--- src/rtl/dr_alm_pipe.sv ---
// Three-stage approximate log multiplier with valid/ready handshake.
// Stages: sign/abs/leading-one, truncate/add, antilog/shift/sign.
module dr_alm_pipe #(
   parameter int WIDTH    = 16,
   parameter int KEEP_MAX = 6,
   parameter int TAG_W    = 4
) (
   input  logic                            i_clk,
   input  logic                            i_rst,
   input  logic                            i_valid,
   output logic                            o_ready,
   input  logic [WIDTH-1:0]                i_a,
   input  logic [WIDTH-1:0]                i_b,
   input  logic                            i_signed,
   input  logic [$clog2(KEEP_MAX+1)-1:0]   i_keep,
   input  logic [TAG_W-1:0]                i_tag,
   output logic                            o_valid,
   input  logic                            i_ready,
   output logic [2*WIDTH-1:0]              o_z,
   output logic [TAG_W-1:0]                o_tag,
   output logic                            o_busy
);

   localparam int KW = $clog2(KEEP_MAX+1);
   localparam int KB = $clog2(WIDTH);
   localparam int EB = KB + 1;
   localparam int FW = WIDTH - 1;
   localparam int XW = KEEP_MAX - 1;
   localparam int TW = KEEP_MAX + 1;
   localparam int ZW = 2 * WIDTH;
   localparam int PW = ZW + TW;

   function automatic logic [KB-1:0] lod(input logic [WIDTH-1:0] x);
      logic [KB-1:0] r;
      r = '0;
      for (int i = 0; i < WIDTH; i++)
         if (x[i]) r = KB'(i);
      return r;
   endfunction

   function automatic logic [FW-1:0] align(input logic [WIDTH-1:0] x,
                                           input logic [KB-1:0] k);
      return FW'(x << (KB'(WIDTH-1) - k));
   endfunction

   logic en;
   assign en = !o_valid | i_ready;
   assign o_ready = en;

   // stage 1
   logic             sa, sb;
   logic [WIDTH-1:0] ma, mb;
   logic [KB-1:0]    la, lb;
   logic [KW-1:0]    teff;

   always_comb begin
      sa = i_signed & i_a[WIDTH-1];
      sb = i_signed & i_b[WIDTH-1];
      ma = sa ? -i_a : i_a;
      mb = sb ? -i_b : i_b;
      la = lod(ma);
      lb = lod(mb);
      if (i_keep < KW'(2))
         teff = KW'(2);
      else if (i_keep > KW'(KEEP_MAX))
         teff = KW'(KEEP_MAX);
      else
         teff = i_keep;
   end

   logic             v1, n1, z1;
   logic [FW-1:0]    fa, fb;
   logic [KB-1:0]    ka, kb;
   logic [KW-1:0]    t1;
   logic [TAG_W-1:0] g1;

   // stage 2
   logic [EB-1:0] sh;
   logic [XW:0]   xa, xb;
   logic [TW-1:0] s, lim, m;
   logic [EB-1:0] e;

   always_comb begin
      sh  = EB'(WIDTH) - EB'(t1);
      xa  = {XW'(fa >> sh), 1'b1};
      xb  = {XW'(fb >> sh), 1'b1};
      s   = TW'(xa) + TW'(xb);
      lim = TW'(1) << t1;
      if (s < lim) begin
         m = s + lim;
         e = EB'(ka) + EB'(kb);
      end else begin
         m = s;
         e = EB'(ka) + EB'(kb) + EB'(1);
      end
   end

   logic             v2, n2, z2;
   logic [TW-1:0]    m2;
   logic [EB-1:0]    e2;
   logic [KW-1:0]    t2;
   logic [TAG_W-1:0] g2;

   // stage 3
   logic [ZW-1:0] mag, res;

   always_comb begin
      mag = ZW'((PW'(m2) << e2) >> t2);
      if (z2)
         res = '0;
      else if (n2)
         res = -mag;
      else
         res = mag;
   end

   always_ff @(posedge i_clk or posedge i_rst) begin
      if (i_rst) begin
         v1 <= 1'b0; n1 <= 1'b0; z1 <= 1'b0;
         fa <= '0; fb <= '0; ka <= '0; kb <= '0;
         t1 <= '0; g1 <= '0;
         v2 <= 1'b0; n2 <= 1'b0; z2 <= 1'b0;
         m2 <= '0; e2 <= '0; t2 <= '0; g2 <= '0;
         o_valid <= 1'b0;
         o_z     <= '0;
         o_tag   <= '0;
      end else if (en) begin
         v1 <= i_valid;
         n1 <= sa ^ sb;
         z1 <= (ma == '0) | (mb == '0);
         fa <= align(ma, la);
         fb <= align(mb, lb);
         ka <= la;
         kb <= lb;
         t1 <= teff;
         g1 <= i_tag;
         v2 <= v1;
         n2 <= n1;
         z2 <= z1;
         m2 <= m;
         e2 <= e;
         t2 <= t1;
         g2 <= g1;
         o_valid <= v2;
         o_z     <= res;
         o_tag   <= g2;
      end
   end

   assign o_busy = v1 | v2 | o_valid;

endmodule

--- config.mk ---
export PLATFORM = sky130hd
export DESIGN_NAME = dr_alm_pipe
export DESIGN_NICKNAME = d
export VERILOG_FILES = /design/src/rtl/dr_alm_pipe.sv
export SDC_FILE = /design/constraint.sdc
export NUM_CORES = 1
export LEC_CHECK = 0
export BUFFER_PORTS_ARGS = -buffer_cell sky130_fd_sc_hd__buf_2
export CELL_PAD_IN_SITES_DETAIL_PLACEMENT = 1
export CELL_PAD_IN_SITES_GLOBAL_PLACEMENT = 1
export CORE_ASPECT_RATIO = 1.25
export CORE_MARGIN = 5
export CORE_UTILIZATION = 32
export CTS_CLUSTER_SIZE = 12
export DETAILED_ROUTE_END_ITERATION = 8
export HOLD_SLACK_MARGIN = 0.08
export PLACE_DENSITY = 0.58
export SLEW_MARGIN = 20
export SYNTH_ARGS = -nofsm -noshare
export SYNTH_HDL_FRONTEND = slang
export SYNTH_SLANG_ARGS = --single-unit
--- constraint.sdc ---
create_clock -name i_clk -period 6.9 [get_ports i_clk]
set_clock_uncertainty 0.2 [all_clocks]
set_input_delay 2.07 -clock i_clk [delete_from_list [all_inputs] [get_ports i_clk]]
set_output_delay 2.07 -clock i_clk [all_outputs]
set_load 0.01 [all_outputs]
==> results.cfg, run 1 <==
[outcome]
run_status = finished clean

[floorplanning]
core_region_area_sq_mm = 0.03526
start_util_pct = 32.33
die_area_sq_mm = 0.03952
floorplan.rows = 77
die-height_microns = 221.0
dieWidth_microns = 178.8
floorplan.io_pins = 83

[power]
power.density_mw_per_mm2 = 445.8
net-switching-power_uw = 2945
cell_internal_pwr_uw = 2627
power_frac_comb_pct = 69.7
power.share.switching_pct = 52.86
total_power_uw = 5572
power.leakage_uw = 0.005154
p_seq_share_pct = 20.5
power.clock.fraction_pct = 9.8
ir_drop_uv = 175.8

[critical_path]
critical_path_required_ps = 7000
endpoint_kind = flip-flop
crit_path_max_fanout = 15
critPathArrivalTime_ps = 5650
setup.worst_path.class = input port to flip-flop
timing.critical_path.from_type = input port

[clock_tree]
htree_num_levels = 3
cts_tree = built
post_cts_resized = 0
cts_post_setup_buffers_inserted = 0
postCtsHoldBufs = 0
clockBufferDepth = 2
root_buffer_cell = sky130_fd_sc_hd__clkbuf_16
cts_made_buffers = 9
insertion_delay_of_the_later_clocked_pin_in_the_worst_skew_pair_ps = 390
clk_pin_slew_worst_paths_ps = 90
cts.sinks = 107

[worst_hold_path]
hold_wc_path_type = flip-flop to flip-flop

[drt]
final_antenna_net_count = 0
routed-via-count = 11160
routed_wirelength_mm = 40.91
drt_drc_violations_left = 0
route.detailed.wl_per_inst_microns = 21.44
post_drt_via_cell_ratio = 5.849
drt_first_pass_iters = 4
drt_iter0_drc = 620

[yosys]
synth_nets = 1481
synth-edff-count = 0
synth_cells = 1404
syn-cell-area_sq_mm = 0.01140
asyncSetResetFlopFracSynth_pct = 100.0
synth.ff_latch_count = 107
postSynthAreaPerCell_sq_um = 8.119
yosysWarnings = 0
yosysSeqAreaShare_pct = 23.49
synth_cell_type_count = 104
postSynth.topFlopCell = sky130_fd_sc_hd__dfrtp_1

[global_routing]
pin_count_of_the_biggest_net_entering_global_routing = 72
antenna_found_initial = 0
grt_remaining_overflow = 0
grt_pass1_wl_mm = 66.07
total_grt_usage_pct = 20.61
grt_pass1_vias = 11620

[sta]
final_critical_path_time_including_i_o_delays_and_setup_ps = 5543
period_share_pct = 80.34
fin_tns_setup_ps = 0
timing.slew.headroom_pct = 29.49
tightest_slew_ps = 1058
final-hold-violation-count = 0
slew_viol_final = 0
unrepaired_setup_endpoints_after_global_routing = false
fmax_mhz = 180.4
finalSetupViolCount = 0
finalHoldWorstSlack_ps = 270.3

[place]
dp_hpwl_mm = 31.37
post_dp_cell_area_sq_mm = 0.01220
place_congestion = 0.8979
io_buffer_count = 82

[finish]
layout-drive-gt1-share_pct = 15.27
antenna-diode-count = 0
final_area_sq_mm = 0.01250
areaGrowthSynthToFinish_pct = 9.658
num-nets-final = 1506

[flow_run]
max-cap-violations = 0
cells in the final DEF (no fill, tap or decap), drive strengths merged, types with 10 or more instances in the layout:
cell type  instances
a2111oi           11
a211oi            27
a21o              15
a21oi             95
a221oi            12
a22o              34
a31oi             20
and2              14
buf              102
dfrtp            107
ha                30
inv               31
mux2              22
mux2i             53
mux4              27
nand2            164
nand2b            10
nand3             48
nor2             139
nor2b             10
nor3              39
nor4              15
o211ai            22
o21ai             90
o22ai             23
o31ai             15
xnor2             40
xor2              39
worst max-delay path: stages:
cell and delay (ps):
sky130_fd_sc_hd__buf_2 130, sky130_fd_sc_hd__inv_1 100, sky130_fd_sc_hd__ha_1 260, sky130_fd_sc_hd__or3b_1 500, sky130_fd_sc_hd__nor3_1 180, sky130_fd_sc_hd__a21oi_1 140
sky130_fd_sc_hd__xnor2_1 630, sky130_fd_sc_hd__o211ai_2 280, sky130_fd_sc_hd__nor2_4 370, sky130_fd_sc_hd__mux2_2 400, sky130_fd_sc_hd__mux2i_1 300, sky130_fd_sc_hd__a22oi_1 120
sky130_fd_sc_hd__a21oi_1 170
registers in the layout, indices dropped and copies added (netlist names):
register	count
o_valid	1
v2	1
t2	3
t1	3
e2	5
z2	1
g1	4
n1	1
n2	1
o_z	32
m2	7
ka	4
z1	1
fb	15
v1	1
kb	4
fa	15
g2	4
o_tag	4
logic make-up after synthesis:
group / count (synthesis) / synth area share, %
compound gates: 469 / 29.18
buf+inv: 120 / 4.335
mux: 102 / 12.30
flops: 107 / 23.49
simple gates: 494 / 20.80
fa+ha+maj: 33 / 3.820
xor+xnor: 79 / 6.070
Yosys cell counts, drive strengths merged (8+ instances only):
cell / count / area (sq um)
xnor2: 40 / 350.3
a22o: 34 / 297.8
nor4: 15 / 121.4
clkbuf: 64 / 240.2
a221oi: 12 / 111.4
o22ai: 23 / 143.9
o21bai: 8 / 60.06
mux4: 27 / 608.1
nor2b: 10 / 62.56
mux2i: 53 / 543.0
a21o: 15 / 112.6
nand2: 164 / 623.1
and2: 14 / 87.58
o211ai: 22 / 175.2
o21ai: 90 / 461.7
nand3b: 8 / 60.06
nand2b: 10 / 62.56
nand3: 48 / 240.2
mux2: 22 / 251.5
buf: 24 / 133.9
o221ai: 9 / 78.83
nor3: 39 / 205.2
xor2: 39 / 341.6
a31oi: 20 / 125.1
dfrtp: 107 / 2678
a21oi: 95 / 486.7
a211oi: 27 / 202.7
inv: 28 / 105.1
nor2: 139 / 534.3
a2111oi: 11 / 122.6
ha: 30 / 375.4
o31ai: 15 / 117.6
power groups by stage:
stage,Clock [uW],Sequential [uW],Combinational [uW]
6_report,544,1140,3890
5_1_grt,581,1180,4280
4_1_cts,561,1140,3910
3_5_place_dp,0,1150,3880
3_3_place_gp,0,1150,3840
2_1_floorplan,0,1030,2910
cell type report:
type	count	area, sq um
clock inverters	7	70.07
well taps	474	593.1
flip-flops and latches	107	2679
multi-input cells	1177	8250
fillers	4336	22760
repair buffers	102	560.5
inverters	32	122.6
clock buffers	9	225.2
final timing paths:
check                                  startpoint             endpoint  slack (ps)  depth (start not counted)
worst max-delay path                       i_a[0]   fa[11]$_DFFE_PP0P_        1360                         13
worst min-delay path            g2[0]$_DFFE_PP0P_    g2[0]$_DFFE_PP0P_         270                          2
worst max register to register  t1[0]$_DFFE_PP0P_    e2[2]$_DFFE_PP0P_        1360                         21
worst min register to register  g2[0]$_DFFE_PP0P_    g2[0]$_DFFE_PP0P_         270                          2
max in group asynchronous                   i_rst    t2[0]$_DFFE_PP0P_        3710                          3
min in group asynchronous                   i_rst  o_z[23]$_DFFE_PP0P_        1640                          2
stage by stage:
stage                     instances  setup slack (ps)  utilization, %
after detailed placement       1892              1015           34.59
after global routing           1908             870.5           35.45
final                          1908              1357           35.45
after CTS                      1908              1254           35.43
after global placement         1892              1095           34.58
after floorplan                1404             905.6               -
per-layer routing:
| metal | vias to the layer above | part of all wire (%) | GRT usage, % |
|---|---|---|---|
| met5 | - | 0 | 0 |
| met4 | 0 | 2.5 | 6.193 |
| met3 | 53 | 2.1 | 1.946 |
| met2 | 166 | 53 | 37.29 |
| met1 | 5582 | 43 | 25.61 |
| li1 | 5359 | - | - |
No activity file was read; power rests on OpenSTA's default activity.
==> run 2: changes to the inputs <==
- PLACE_DENSITY: 0.58 -> 0.6
- clock period: 6.9 -> 4.6 ns (I/O delays scaled with it)
==> results.cfg, run 2 (synthesis results as in run 1) <==
[outcome]
run_status = finished clean

[finish]
num-nets-final = 1659
layout-drive-gt1-share_pct = 24.32
largest_register_ff_count = 32
antenna-diode-count = 0
largestRegisters = o_z x32, fa x15, fb x15
finish.utilization_pct = 39.14
top_register = o_z
num-fill-cells = 4348
finalNonFillerCells = 2061
layout.cells.most_common_list = sky130_fd_sc_hd__buf_4 (168), sky130_fd_sc_hd__nand2_1 (163), sky130_fd_sc_hd__nor2_1 (134), sky130_fd_sc_hd__dfrtp_1 (106), sky130_fd_sc_hd__a21oi_1 (90)
areaGrowthSynthToFinish_pct = 21.07
mostFrequentLayoutCell = sky130_fd_sc_hd__buf_4

[power]
total_power_uw = 9085
ir_drop_uv = 304.4
power.leakage_uw = 0.005935
power.density_mw_per_mm2 = 658.2

[clock_tree]
cts.sinks = 107
clk_pin_slew_worst_paths_ps = 90
insertion_delay_of_the_later_clocked_pin_in_the_worst_skew_pair_ps = 380
postCtsHoldBufs = 0
htree_num_levels = 3
root_buffer_cell = sky130_fd_sc_hd__clkbuf_16
cts_made_buffers = 9
cts_tree = built
clockBufferDepth = 2

[sta]
final_critical_path_setup_slack_ps = 235.8
period_share_pct = 94.87
unrepaired_setup_endpoints_after_global_routing = false
fmax_mhz = 229.1
final_critical_path_time_including_i_o_delays_and_setup_ps = 4364
finalHoldWorstSlack_ps = 269.2
final-hold-violation-count = 0
tightest_slew_ps = 848.4
timing.slew.headroom_pct = 43.44
finalSetupViolCount = 0
slew_viol_final = 0

[global_routing]
grt_pass1_vias = 12430
grt_remaining_overflow = 0
grt_pass1_wl_mm = 69.26
pin_count_of_the_biggest_net_entering_global_routing = 111
antenna_found_initial = 0
total_grt_usage_pct = 21.66

[drt]
route.detailed.wl_per_inst_microns = 20.87
detail_route.wirelength.met1_mm = 17.57
drt_drc_violations_left = 0
top_layer = met4
detailroute.wirelength.met2_mm = 23.25
routed_wirelength_mm = 43.02
met3_wire_length_microns = 991
post_drt_via_cell_ratio = 5.740
final_antenna_net_count = 0
routed-via-count = 11830
drt_first_pass_iters = 5
drt_iter0_drc = 642

[floorplanning]
die_area_sq_mm = 0.03952
start_util_pct = 32.33
die-height_microns = 221.0
floorplan.io_pins = 83
core_region_area_sq_mm = 0.03526
dieWidth_microns = 178.8
floorplan.rows = 77

[place]
place_congestion = 0.9391
dp_hpwl_mm = 34.16
worst_case_setup_slack_after_placement_ps = -101.1
io_buffer_count = 82
dp.cells = 2042

[critical_path]
critPathArrivalTime_ps = 4420
reg2reg_from = t1[1]$_DFFE_PP0P_
crit_path_max_fanout = 16
timing.critical_path.from_type = flip-flop
critical_path_required_ps = 4650
setup.worst_path.class = flip-flop to flip-flop
crit_start = t1[1]$_DFFE_PP0P_
endpoint_kind = flip-flop

[flow_run]
max-cap-violations = 0

[worst_hold_path]
hold_wc_path_type = flip-flop to flip-flop
min_from = o_tag[2]$_DFFE_PP0P_
-- run 2: changes by cell type in the layout (fill, tap and decap cells not counted), moves of 2 or more --
cell | previous run | this run
sky130_fd_sc_hd__a21oi_1 | 94 | 90
sky130_fd_sc_hd__a21oi_2 | 0 | 2
sky130_fd_sc_hd__a21oi_4 | 1 | 3
sky130_fd_sc_hd__buf_12 | 0 | 3
sky130_fd_sc_hd__buf_4 | 20 | 168
sky130_fd_sc_hd__ha_1 | 30 | 27
sky130_fd_sc_hd__ha_4 | 0 | 2
sky130_fd_sc_hd__nor3_1 | 36 | 34
sky130_fd_sc_hd__nor3_2 | 3 | 5
-- run 2: final cells by class --
type | instances | area [sq um] | area share (%)
multi-input combinational | 1177 | 8346 | 60.47
inverter | 32 | 122.6 | 0.8884
tap | 474 | 593.1 | 4.297
clock buffer | 9 | 225.2 | 1.632
timing repair buffer | 255 | 1748 | 12.66
clock inverter | 7 | 88.84 | 0.6436
sequential | 107 | 2679 | 19.41
-- run 2: final timing paths --
| check | cells past startpoint | to | slack [ps] |
|---|---|---|---|
| setup / recovery | 21 | e2[4]$_DFFE_PP0P_ | 240 |
| hold / removal | 2 | o_tag[2]$_DFFE_PP0P_ | 270 |
| setup reg to reg | 21 | e2[4]$_DFFE_PP0P_ | 240 |
| hold reg to reg | 2 | o_tag[2]$_DFFE_PP0P_ | 270 |
| max in group asynchronous | 3 | t2[0]$_DFFE_PP0P_ | 2510 |
| min in group asynchronous | 2 | o_tag[2]$_DFFE_PP0P_ | 900 |
-- run 2: metal layers --
layer | global-route usage, % | vias up
li1 | - | 5667
met1 | 26.03 | 5913
met2 | 40.29 | 196
met3 | 1.502 | 54
met4 | 7.134 | 0
met5 | 0 | -
-- run 2: worst max-delay path, stage by stage (launching register included) --
cell,delay (ps)
sky130_fd_sc_hd__dfrtp_1,360
sky130_fd_sc_hd__inv_1,80
sky130_fd_sc_hd__ha_4,340
sky130_fd_sc_hd__buf_6,200
sky130_fd_sc_hd__mux4_2,230
sky130_fd_sc_hd__nor2_1,40
sky130_fd_sc_hd__a211oi_1,280
sky130_fd_sc_hd__o21ai_0,130
sky130_fd_sc_hd__ha_1,190
sky130_fd_sc_hd__inv_1,90
sky130_fd_sc_hd__fa_2,450
sky130_fd_sc_hd__ha_1,290
sky130_fd_sc_hd__inv_1,50
sky130_fd_sc_hd__o21bai_1,160
sky130_fd_sc_hd__a21oi_1,90
sky130_fd_sc_hd__o21bai_1,170
sky130_fd_sc_hd__a21o_1,180
sky130_fd_sc_hd__a21oi_4,60
sky130_fd_sc_hd__buf_12,150
sky130_fd_sc_hd__nor3_1,230
sky130_fd_sc_hd__xor2_1,160
sky130_fd_sc_hd__a21oi_1,80
-- run 2: what timing repair did --
| action | CTS | global route |
|---|---|---|
| pin swaps | 0 | 3 |
| buffers inserted | 0 | 3 |
| gates cloned | 0 | 0 |
| setup endpoints to repair | 8 | 12 |
| hold endpoints to repair | 0 | 0 |
| gates resized for setup | 2 | 15 |
-- run 2: metrics by stage --
step / instance area, sq um / setup TNS [ps]
final: 13800 / 0
after global routing: 13800 / 0
after CTS: 13700 / 0
after detailed placement: 13380 / -631.4
after global placement: 13380 / -38.71
after floorplan: 11460 / 0
-- run 2: report_power, final --
part / switching (uW) / internal, uW
registers: 364 / 1280
logic: 3810 / 2800
clock network: 436 / 396
